### src/rtl/pipelined_adder.sv
// ============================================================================
// pipelined_adder
//
// Pipelined add/subtract unit. The WIDTH-bit carry chain is cut into STAGES
// chunks of C = WIDTH/STAGES bits. Each chunk is resolved in its own clock
// stage, so the longest combinational path is one C-bit adder.
//
// Upper operand chunks travel down a skew path until their stage is reached.
// Resolved lower sum chunks travel down a deskew path alongside them. As a
// result, all chunks of one bundle leave the last stage together. The whole
// pipeline advances as one unit whenever the output slot is empty or is being
// consumed, which gives full-rate streaming with backpressure.
//
// Parameters
//   WIDTH      operand / sum width, >= 2, divisible by STAGES
//   STAGES     number of pipeline stages, 1 <= STAGES <= WIDTH
//
// Ports
//   clk        rising-edge clock
//   rst        synchronous active-high reset
//   in_valid   operand bundle valid
//   in_ready   bundle accepted on this edge if in_valid is also high
//   a, b       operands
//   cin        carry-in (borrow-in when sub = 1)
//   sub        0: a + b + cin, 1: a - b - cin
//   out_valid  result valid
//   out_ready  downstream accepts the result
//   s          sum / difference modulo 2^WIDTH
//   cout       carry out of the MSB (for subtraction, 1 = no borrow)
//   ovf        two's-complement signed overflow
// ============================================================================
module pipelined_adder #(
    parameter int WIDTH  = 16,
    parameter int STAGES = 4
) (
    input  logic             clk,
    input  logic             rst,
    input  logic             in_valid,
    output logic             in_ready,
    input  logic [WIDTH-1:0] a,
    input  logic [WIDTH-1:0] b,
    input  logic             cin,
    input  logic             sub,
    output logic             out_valid,
    input  logic             out_ready,
    output logic [WIDTH-1:0] s,
    output logic             cout,
    output logic             ovf
);

    localparam int C = WIDTH / STAGES;

    logic             w_en;
    logic [WIDTH-1:0] w_bp;
    logic             w_c0;
    logic             r_ovf;

    // Subtraction is A + ~B + 1. The borrow-in flips the injected carry.
    assign w_bp = sub ? ~b : b;
    assign w_c0 = cin ^ sub;

    // The whole pipeline moves only when the output slot can be refilled.
    assign w_en     = !out_valid || out_ready;
    assign in_ready = w_en && !rst;

    for (genvar k = 0; k < STAGES; k++) begin : g_stage
        localparam int LO = k * C;        // sum bits resolved before this stage
        localparam int HI = (k + 1) * C;  // sum bits resolved after this stage
        localparam int RW = WIDTH - LO;   // operand bits still to be added

        logic [RW-1:0] w_a_in;
        logic [RW-1:0] w_b_in;
        logic          w_c_in;
        logic          w_v_in;
        logic [C:0]    w_chunk;
        logic [HI-1:0] w_sum_next;

        logic          r_v;
        logic          r_c;
        logic [HI-1:0] r_sum;

        if (k == 0) begin : g_head
            assign w_a_in     = a;
            assign w_b_in     = w_bp;
            assign w_c_in     = w_c0;
            assign w_v_in     = in_valid;
            assign w_sum_next = w_chunk[C-1:0];
        end else begin : g_body
            // Skew registers. They hold the operand chunks that the previous
            // stage did not consume.
            logic [RW-1:0] r_a_skew;
            logic [RW-1:0] r_b_skew;

            // NOTE: the skew registers carry no reset. They are only
            // meaningful alongside a set valid bit, and every valid bit is
            // reset. Sequential state uses non-blocking assignments
            // throughout, so stages read their predecessor's old value on
            // the edge.
            always_ff @(posedge clk) begin
                if (w_en) begin
                    r_a_skew <= g_stage[k-1].w_a_in[RW+C-1:C];
                    r_b_skew <= g_stage[k-1].w_b_in[RW+C-1:C];
                end
            end

            assign w_a_in     = r_a_skew;
            assign w_b_in     = r_b_skew;
            assign w_c_in     = g_stage[k-1].r_c;
            assign w_v_in     = g_stage[k-1].r_v;
            assign w_sum_next = {w_chunk[C-1:0], g_stage[k-1].r_sum};
        end

        assign w_chunk = {1'b0, w_a_in[C-1:0]}
                       + {1'b0, w_b_in[C-1:0]}
                       + {{C{1'b0}}, w_c_in};

        always_ff @(posedge clk) begin
            if (rst) begin
                r_v   <= 1'b0;
                r_c   <= 1'b0;
                r_sum <= '0;
            end else if (w_en) begin
                r_v   <= w_v_in;
                r_c   <= w_chunk[C];
                r_sum <= w_sum_next;
            end
        end
    end

    // Signed overflow is evaluated in the last stage. The operand MSBs reach
    // that stage through the skew path, as the top bit of the final chunk.
    always_ff @(posedge clk) begin
        if (rst) begin
            r_ovf <= 1'b0;
        end else if (w_en) begin
            r_ovf <= (g_stage[STAGES-1].w_a_in[C-1] == g_stage[STAGES-1].w_b_in[C-1])
                  && (g_stage[STAGES-1].w_chunk[C-1] != g_stage[STAGES-1].w_a_in[C-1]);
        end
    end

    assign out_valid = g_stage[STAGES-1].r_v;
    assign s         = g_stage[STAGES-1].r_sum;
    assign cout      = g_stage[STAGES-1].r_c;
    assign ovf       = r_ovf;

endmodule

### config.mk
export PLATFORM = sky130hd
export DESIGN_NAME = pipelined_adder
export DESIGN_NICKNAME = d
export VERILOG_FILES = /design/src/rtl/pipelined_adder.sv
export SDC_FILE = /design/constraint.sdc
export NUM_CORES = 1
export LEC_CHECK = 0
export ABC_AREA = 1
export CORE_AREA = 2 2 123 125
export CTS_BUF_LIST = sky130_fd_sc_hd__clkbuf_4 sky130_fd_sc_hd__clkbuf_8
export CTS_CLUSTER_DIAMETER = 200
export DETAILED_ROUTE_END_ITERATION = 10
export DIE_AREA = 0 0 125 127
export HOLD_SLACK_MARGIN = 0.02
export SYNTH_ARGS = -nofsm -noshare
export SYNTH_HDL_FRONTEND = slang
export SYNTH_SLANG_ARGS = --single-unit
### constraint.sdc
create_clock -name clk -period 2.9 [get_ports clk]
set_input_delay 0.58 -clock clk [delete_from_list [all_inputs] [get_ports clk]]
set_output_delay 0.58 -clock clk [all_outputs]
set_load 0.03 [all_outputs]
[After elaboration in Yosys (flattened, before gate mapping)]
Index checks and enable logic that the tools add are counted.
W data, S select, Z words.
Cells by class
  add/subtract/negate cells: 8
  equal/unequal tests: 2
  multiplexer cells: 1
  bitwise logic cells: 2
  reduce and logical (&&, ||, !) cells: 5
Operators by type and width (number)
  $add A4 B4 Y5: 4
  $add A5 B1 Y5: 4
  $mux W16: 1
  $not A16 Y16: 1
  $logic_and A1 B1 Y1: 2
  $logic_not A1 Y1: 2
  $eq A1 B1 Y1: 1
  $logic_or A1 B1 Y1: 1
  $ne A1 B1 Y1: 1
  $xor A1 B1 Y1: 1
Word-level totals
  flip-flop bits (word level): 97
  input bits: 38
  output and inout bits: 20
  word-level logic and storage cells: 37

[Logic depth before layout (Yosys ltp)]
Gate-level depths: netlist (run 1).
  depth after elaboration: 4
  mapped depth: 10
  depth with buffers taken out: 8

[Worst setup path after synthesis (run 1)]
No wires, ideal clock.
  path type: input-to-reg
  start point: in sub
  end point: reg g_stage[0].r_c
  setup time: 117 ps
  data arrival time: 2213 ps
  required time: 2783 ps
  path slack: 570 ps
  cell stages on the path: 9
  buffers on the path: 2
  cell sequence: buf_4 > buf_4 > xor2_1 > fa_1 > fa_1 > nand3_1 > a21oi_1 > a21oi_1 > nor2_1
On the way
  longest elaborated chain between the ends: 3
  elaborated cells on any way between the ends: 4
  those cells by class: add/sub: 2; mux: 1; bitwise: 1
Ends and longest elaborated chain
  start: declaration: line 43  | input logic sub,
  $mux W16: line 59  | assign w_bp = sub ? ~b : b;
  $add A4 B4 Y5: line 114  | + {1'b0, w_b_in[C-1:0]}
  $add A5 B1 Y5 *: line 115  | + {{C{1'b0}}, w_c_in};
  end signal: assignment: line 124  | r_c <= w_chunk[C];
  end: declaration: line 79  | logic r_c;
Every way passes the cells marked *; elsewhere a longest branch is shown, timed or not.
A chain may end at the register's enable or synchronous reset.

[Final worst setup path (run 1)]
Ends and elaborated chain as after synthesis.

==> metrics.txt, run 1 <==
outcome completed; num rows 44; Synth top area share 37.5%; crit share post-route 79.4%; met2 usage 12.8%; Req. time, crit path 3.15 ns; Hold Crit Endpoint g_stage[3].g_body.r_a_skew[0]; Initial Util 26.7%; CP max FO 7; GRT Max-Usage Layer met2; number of global-route vias before repair 2306; Cell variety after synth 20; Worst Max-Slew Pin Slew 0.555 ns; mapped cell area 3850 um^2; Cell Pwr Density 625 nW/um^2; min-delay worst type flop to flop; #FFs+latches synth 97; R2R Path End g_stage[1].r_sum[6]; post-layout min period 2.30 ns; initial antenna violation count 0; CTS tree done; Die ar. 15900 um^2; Die Span X 125 um; area delta synth->final 24.6%; placed instance area 4600 um^2; cell area after layout 4800 um^2; fillers 1520; Routed WL 6720 um; Max Clock Skew 0.00943 ns; Total Routing Usage GR 8.71%; leakage 1.98 nW; clock sink count 97; via count 2357; Slew Limit Fails 0; Critical Path Max Stage Delay 0.45 ns; CP Data Arrival Time 2.55 ns; met1 Use GR 12.0%; Register-to-Register Path Depth 4; CP top delay family adder cells; CTS Root Buffer Type clkbuf_8; hold path cells 0; Hold Startpoint g_stage[2].g_body.r_a_skew[4]; DRC errors left 0; Worst-Skew Late Latency 0.36 ns; sequential area share after synthesis 62.9%; CP Buf/Inv Count 2; Worst R2R Start g_stage[1].g_body.r_a_skew[0]; setup tns final 0 ns; H-Tree Depth 3; Initial DRC Count 82; max-cap violations 0; Most used DFF post-synth dfxtp_1; # IOs 58; unrepaired setup endpoints after global routing false; clk slew on worst S/H paths 0.09 ns; ratio of cells with drive above 1 in the final layout 6.65%; Post-CTS Repair Setup Buffers 0; diode count 0; Synth area leader edfxtp_1; WL/cell 11.4 um; number of vias per cell 3.99; main area contributors after synthesis edfxtp_1 37%, dfxtp_1 25%, nor2_1 6.7%, fa_1 4.2%, xor2_1 4.1%; Hold Violations, Final 0; Setup CP Type input port to flop; TritonCTS Buffers 9; f_max 434 MHz; placer congestion estimate 0.730; Clock Path Buffers 2; # nets final 459; crit-path cells clkdlybuf4s50_1, buf_4, xor2_1, fa_1, fa_1, nand3_1, a21oi_1, a21oi_1, nor2_1; DRT antenna net count 0; post-DP HPWL 4740 um; Crit-path slowest cell fa_1; M3 GR Usage 2.09%; CP startpoint sub; CP Launch Type input port; First-pass DRT Iterations 6; Cells after Synth 342; core area 14400 um^2; largest net degree at the start of global routing 65; global-route wire length before repair 10900 um; YS warnings 0; Hold Buf Count CTS 0; ys async rst share 0%; endpoint class of the critical path flop; Synth Net Count 400; gr ovfl total 0; reg-to-reg setup timing slack 1.18 ns; Chip Height 127 um; number of synthesized flops with an enable pin 48; Syn Area/Cell 11.3 um^2; Resized Gates After CTS 0; Max VDD drop 0.174 mV; IO Port Bufs 57; Setup Viol. Count Final 0; Slew headroom 63.0%
[layout make-up]
cell class	count	area (um^2)	area share [%]
clock buffer	10	138	2.87
tap	184	230	4.80
inverter	19	73.8	1.54
clock inverter	6	55.1	1.15
multi-input combinational	210	1240	25.9
sequential	97	2420	50.5
timing repair buffer	64	633	13.2
[sequential cells by signal (all words and copies together), names as in the netlist]
register and cells:
cout 1, g_stage.g_body.r_a_skew 24, g_stage.g_body.r_b_skew 24, g_stage.r_c 3
g_stage.r_sum 24, g_stage.r_v 3, out_valid 1, ovf 1
s 16
[cell usage in the layout (no fill, tap or decap)]
cell and instances:
a21oi_1 27, clkinv_2 1, clkinv_4 1, xor2_1 18, a31oi_1 1, clkdlybuf4s50_1 56
nor2_4 1, bufinv_8 1, buf_12 1, fa_1 8, clkbuf_8 10, inv_2 1
ha_1 12, edfxtp_1 48, nand2_1 14, nand3_1 11, inv_4 2, inv_1 17
o21ai_1 16, nor2_1 69, dfxtp_1 49, o21ai_0 30, xnor2_1 3, buf_4 7
inv_6 2
[cells in the mapped netlist (9+ instances only)]
| cell type | n |
|---|---|
| nand2_1 | 14 |
| a21oi_1 | 27 |
| nor2_1 | 69 |
| buf_2 | 9 |
| inv_1 | 17 |
| o21ai_0 | 30 |
| ha_1 | 12 |
| dfxtp_1 | 49 |
| o21ai_1 | 16 |
| nand3_1 | 11 |
| edfxtp_1 | 48 |
| xor2_1 | 18 |
[per-layer routing]
metal | vias to the layer above | share of wire [%]
li1 | 1266 | -
met1 | 1017 | 51
met2 | 64 | 42
met3 | 10 | 4.7
met4 | 0 | 1.9
met5 | - | 0
[cell families (layout without fill, tap and decap cells)]
kind of cell | count (synthesis) | count (layout) | share of synthesized area, %
xor+xnor | 21 | 21 | 4.78
flops | 97 | 97 | 62.9
fa+ha+maj | 20 | 20 | 8.06
compound gates | 74 | 74 | 9.66
simple gates | 95 | 95 | 9.82
buf+inv | 35 | 99 | 4.75
[worst max path at each step]
stage,end,cells after the start
finish,g_stage[0].r_c,9
global route,g_stage[0].r_c,9
CTS,g_stage[0].r_c,9
detailed placement,g_stage[0].r_c,9
global placement,g_stage[0].r_c,9
floorplan,g_stage[0].r_c,9
[power breakdown]
part           total, mW  internal (mW)  switching, mW
Clock              0.839          0.384          0.455
Combinational      0.496          0.229          0.267
Sequential          1.66           1.60         0.0644
[per-stage QoR]
stage	power, mW	setup WS (ns)	util, %	hold slack, ns	std cells
after floorplan	1.99	0.570	-	0.400	342
after global placement	2.17	0.238	31.9	0.403	574
after detailed placement	2.20	0.217	31.9	0.405	574
after CTS	3.04	0.608	33.2	0.420	590
after global routing	3.16	0.513	33.2	0.424	590
final	3.00	0.598	33.2	0.418	590
Power figures use the tool's default switching activity.
==> inputs of run 2 (changes only) <==
Clock period 2.9 ns to 1.9 ns, I/O delays scaled along.
==> run 2 against run 1 <==
Compared with the run above: worst setup slack worse by 0.51 ns; clock power increased by 61%; combinational power up 58%; final cell count increased by 1.5%; clock skew up 0.0029 ns; global-route usage is 0.41 points higher; flip-flop and latch count is the same; first-iteration DRC count up 87%; die area unchanged.
==> metrics.txt, run 2 (same netlist as run 1, synthesis figures left out) <==
Critical Path Max Stage Delay 0.72 ns (+0.27 ns); reg-to-reg setup timing slack 0.22 ns (-0.96 ns); CP Buf/Inv Count 1 (-1); Slew Limit Fails 0 (unchanged); Worst-Skew Late Latency 0.36 ns (about the same); top layer in use met4; Max VDD drop 0.328 mV (+89%); most common cell after layout, fill and taps aside nor2_1; Worst R2R Start g_stage[1].g_body.r_a_skew[0]; Die ar. 15900 um^2 (unchanged); CP Data Arrival Time 1.43 ns (-1.12 ns); global-route wire length before repair 11600 um (+5.7%); number of vias per cell 4.18 (+4.5%); total chip power 4.68 mW (+56%); Initial Util 26.7% (unchanged); post-DP HPWL 5050 um (+6.5%); CTS tree done; CP top delay family buffers and inverters; CP max FO 2 (-5); post-layout util 34.3% (+1.0 points); Crit-path slowest cell clkdlybuf4s50_1; # nets final 468 (+2.0%); Die Span X 125 um (unchanged); max-cap violations 0 (unchanged); placer congestion estimate 0.790 (+8.1%); R2R Path End g_stage[1].r_c; Req. time, crit path 1.52 ns (-1.63 ns); number of global-route vias before repair 2531 (+9.8%); # IOs 58 (unchanged); Chip Height 127 um (unchanged); outcome completed; f_max 553 MHz; storage element area 2420 um^2 (unchanged); Setup CP Type flop to primary output; clk slew on worst S/H paths 0.10 ns (about the same); Hold Buf Count CTS 0 (unchanged); DRC errors left 0 (unchanged); Clock Path Buffers 2 (unchanged); area delta synth->final 28.4%; num rows 44 (unchanged); Total Routing Usage GR 9.12% (+0.41 points); First-pass DRT Iterations 4 (-2); diode count 0 (unchanged); worst hold slack 0.411 ns (-0.00760 ns); unrepaired setup endpoints after global routing false; H-Tree Depth 3 (unchanged); multi-input logic area 1260 um^2 (+1.4%); Regs by FF count g_stage.r_sum x24, g_stage.g_body.r_a_skew x24, g_stage.g_body.r_b_skew x24; Initial DRC Count 153 (+87%); Setup Viol. Count Final 0 (unchanged); TritonCTS Buffers 9 (unchanged); via count 2501 (+6.1%); Register-to-Register Path Depth 6 (+2); hold path cells 0 (unchanged); crit-path cells clkdlybuf4s50_1; post-layout min period 1.81 ns; Cell Pwr Density 946 nW/um^2 (+51%); wire length on met2 3070 um (+8.0%); CP startpoint s[10]; initial antenna violation count 0 (unchanged); endpoint class of the critical path primary output; crit share post-route 95.1%; Worst Max-Slew Pin Slew 0.373 ns (-0.181 ns); largest net degree at the start of global routing 37 (-43%); min-delay worst type flop to flop; Slew headroom 75.0% (+12 points); clock sink count 97 (unchanged); CTS Root Buffer Type clkbuf_8; M1 wire length 3540 um (+3.2%); Met3 Wirelength 235 um (-26%); WL/cell 11.6 um (+2.1%); DRT antenna net count 0 (unchanged); ratio of cells with drive above 1 in the final layout 9.64% (+3.0 points); Hold Crit Endpoint g_stage[3].g_body.r_a_skew[0]; leakage 2.07 nW (+4.7%); Max Clock Skew 0.0124 ns (+0.00295 ns); Routed WL 6960 um (+3.6%); fillers 1494 (-1.7%); Hold Startpoint g_stage[2].g_body.r_a_skew[4]; IO Port Bufs 57 (unchanged); leading cell types in the layout, fill and taps excluded 69 x nor2_1, 53 x clkdlybuf4s50_1, 49 x dfxtp_1; Hold Violations, Final 0 (unchanged); core area 14400 um^2 (unchanged); CP Launch Type flop; gr ovfl total 0 (unchanged)
-- run 2: changes by cell type in the layout (fill, tap and decap cells not counted), sizes merged --
cell	before	now
clkdlybuf4s50	56	53
clkbuf	10	12
inv	22	20
buf	8	17
dlymetal6s2s	0	3
-- run 2: area by class of cell --
cell class / instances / share of cell area, %
clock buffers: 12 / 3.09
clock inverters: 4 / 1.09
inverters: 19 / 1.49
multi-input cells: 210 / 25.5
flip-flops and latches: 97 / 49.0
well taps: 184 / 4.66
repair buffers: 73 / 15.2
-- run 2: per-stage QoR --
stage	setup TNS [ns]	cell area, um^2	cells	setup slack, ns
floorplan	-0.174	3890	342	-0.0837
global placement	-1.56	4710	581	-0.460
detailed placement	-1.74	4710	581	-0.468
CTS	0	4920	598	0.00411
global route	0	4940	599	0.0500
finish	0	4940	599	0.0922
-- run 2: how the worst max path moves through the flow --
stage / endpoint / slack, ns / depth (start not counted)
after detailed placement: g_stage[0].r_c / -0.47 / 9
final: s[10] / 0.09 / 1
after floorplan: g_stage[0].r_c / -0.08 / 9
after CTS: g_stage[0].r_c / 0.004 / 9
after global placement: g_stage[0].r_c / -0.46 / 9
after global routing: s[10] / 0.05 / 1
-- run 2: repair_timing --
action | CTS | global route
setup endpoints to repair | 3 | 3
resized for setup | 0 | 4
pin swaps | 2 | 3
setup buffers | 1 | 1
-- run 2: power by group --
group	switching (mW)	total, mW	internal, mW
Clock	0.673	1.35	0.680
Combinational	0.413	0.783	0.371
Sequential	0.101	2.54	2.44
-- run 2: layer usage --
metal	vias up	GRT usage, %
li1	1289	-
met2	56	14.0
met3	9	2.01
met1	1147	12.3
met5	-	0
met4	0	4.38
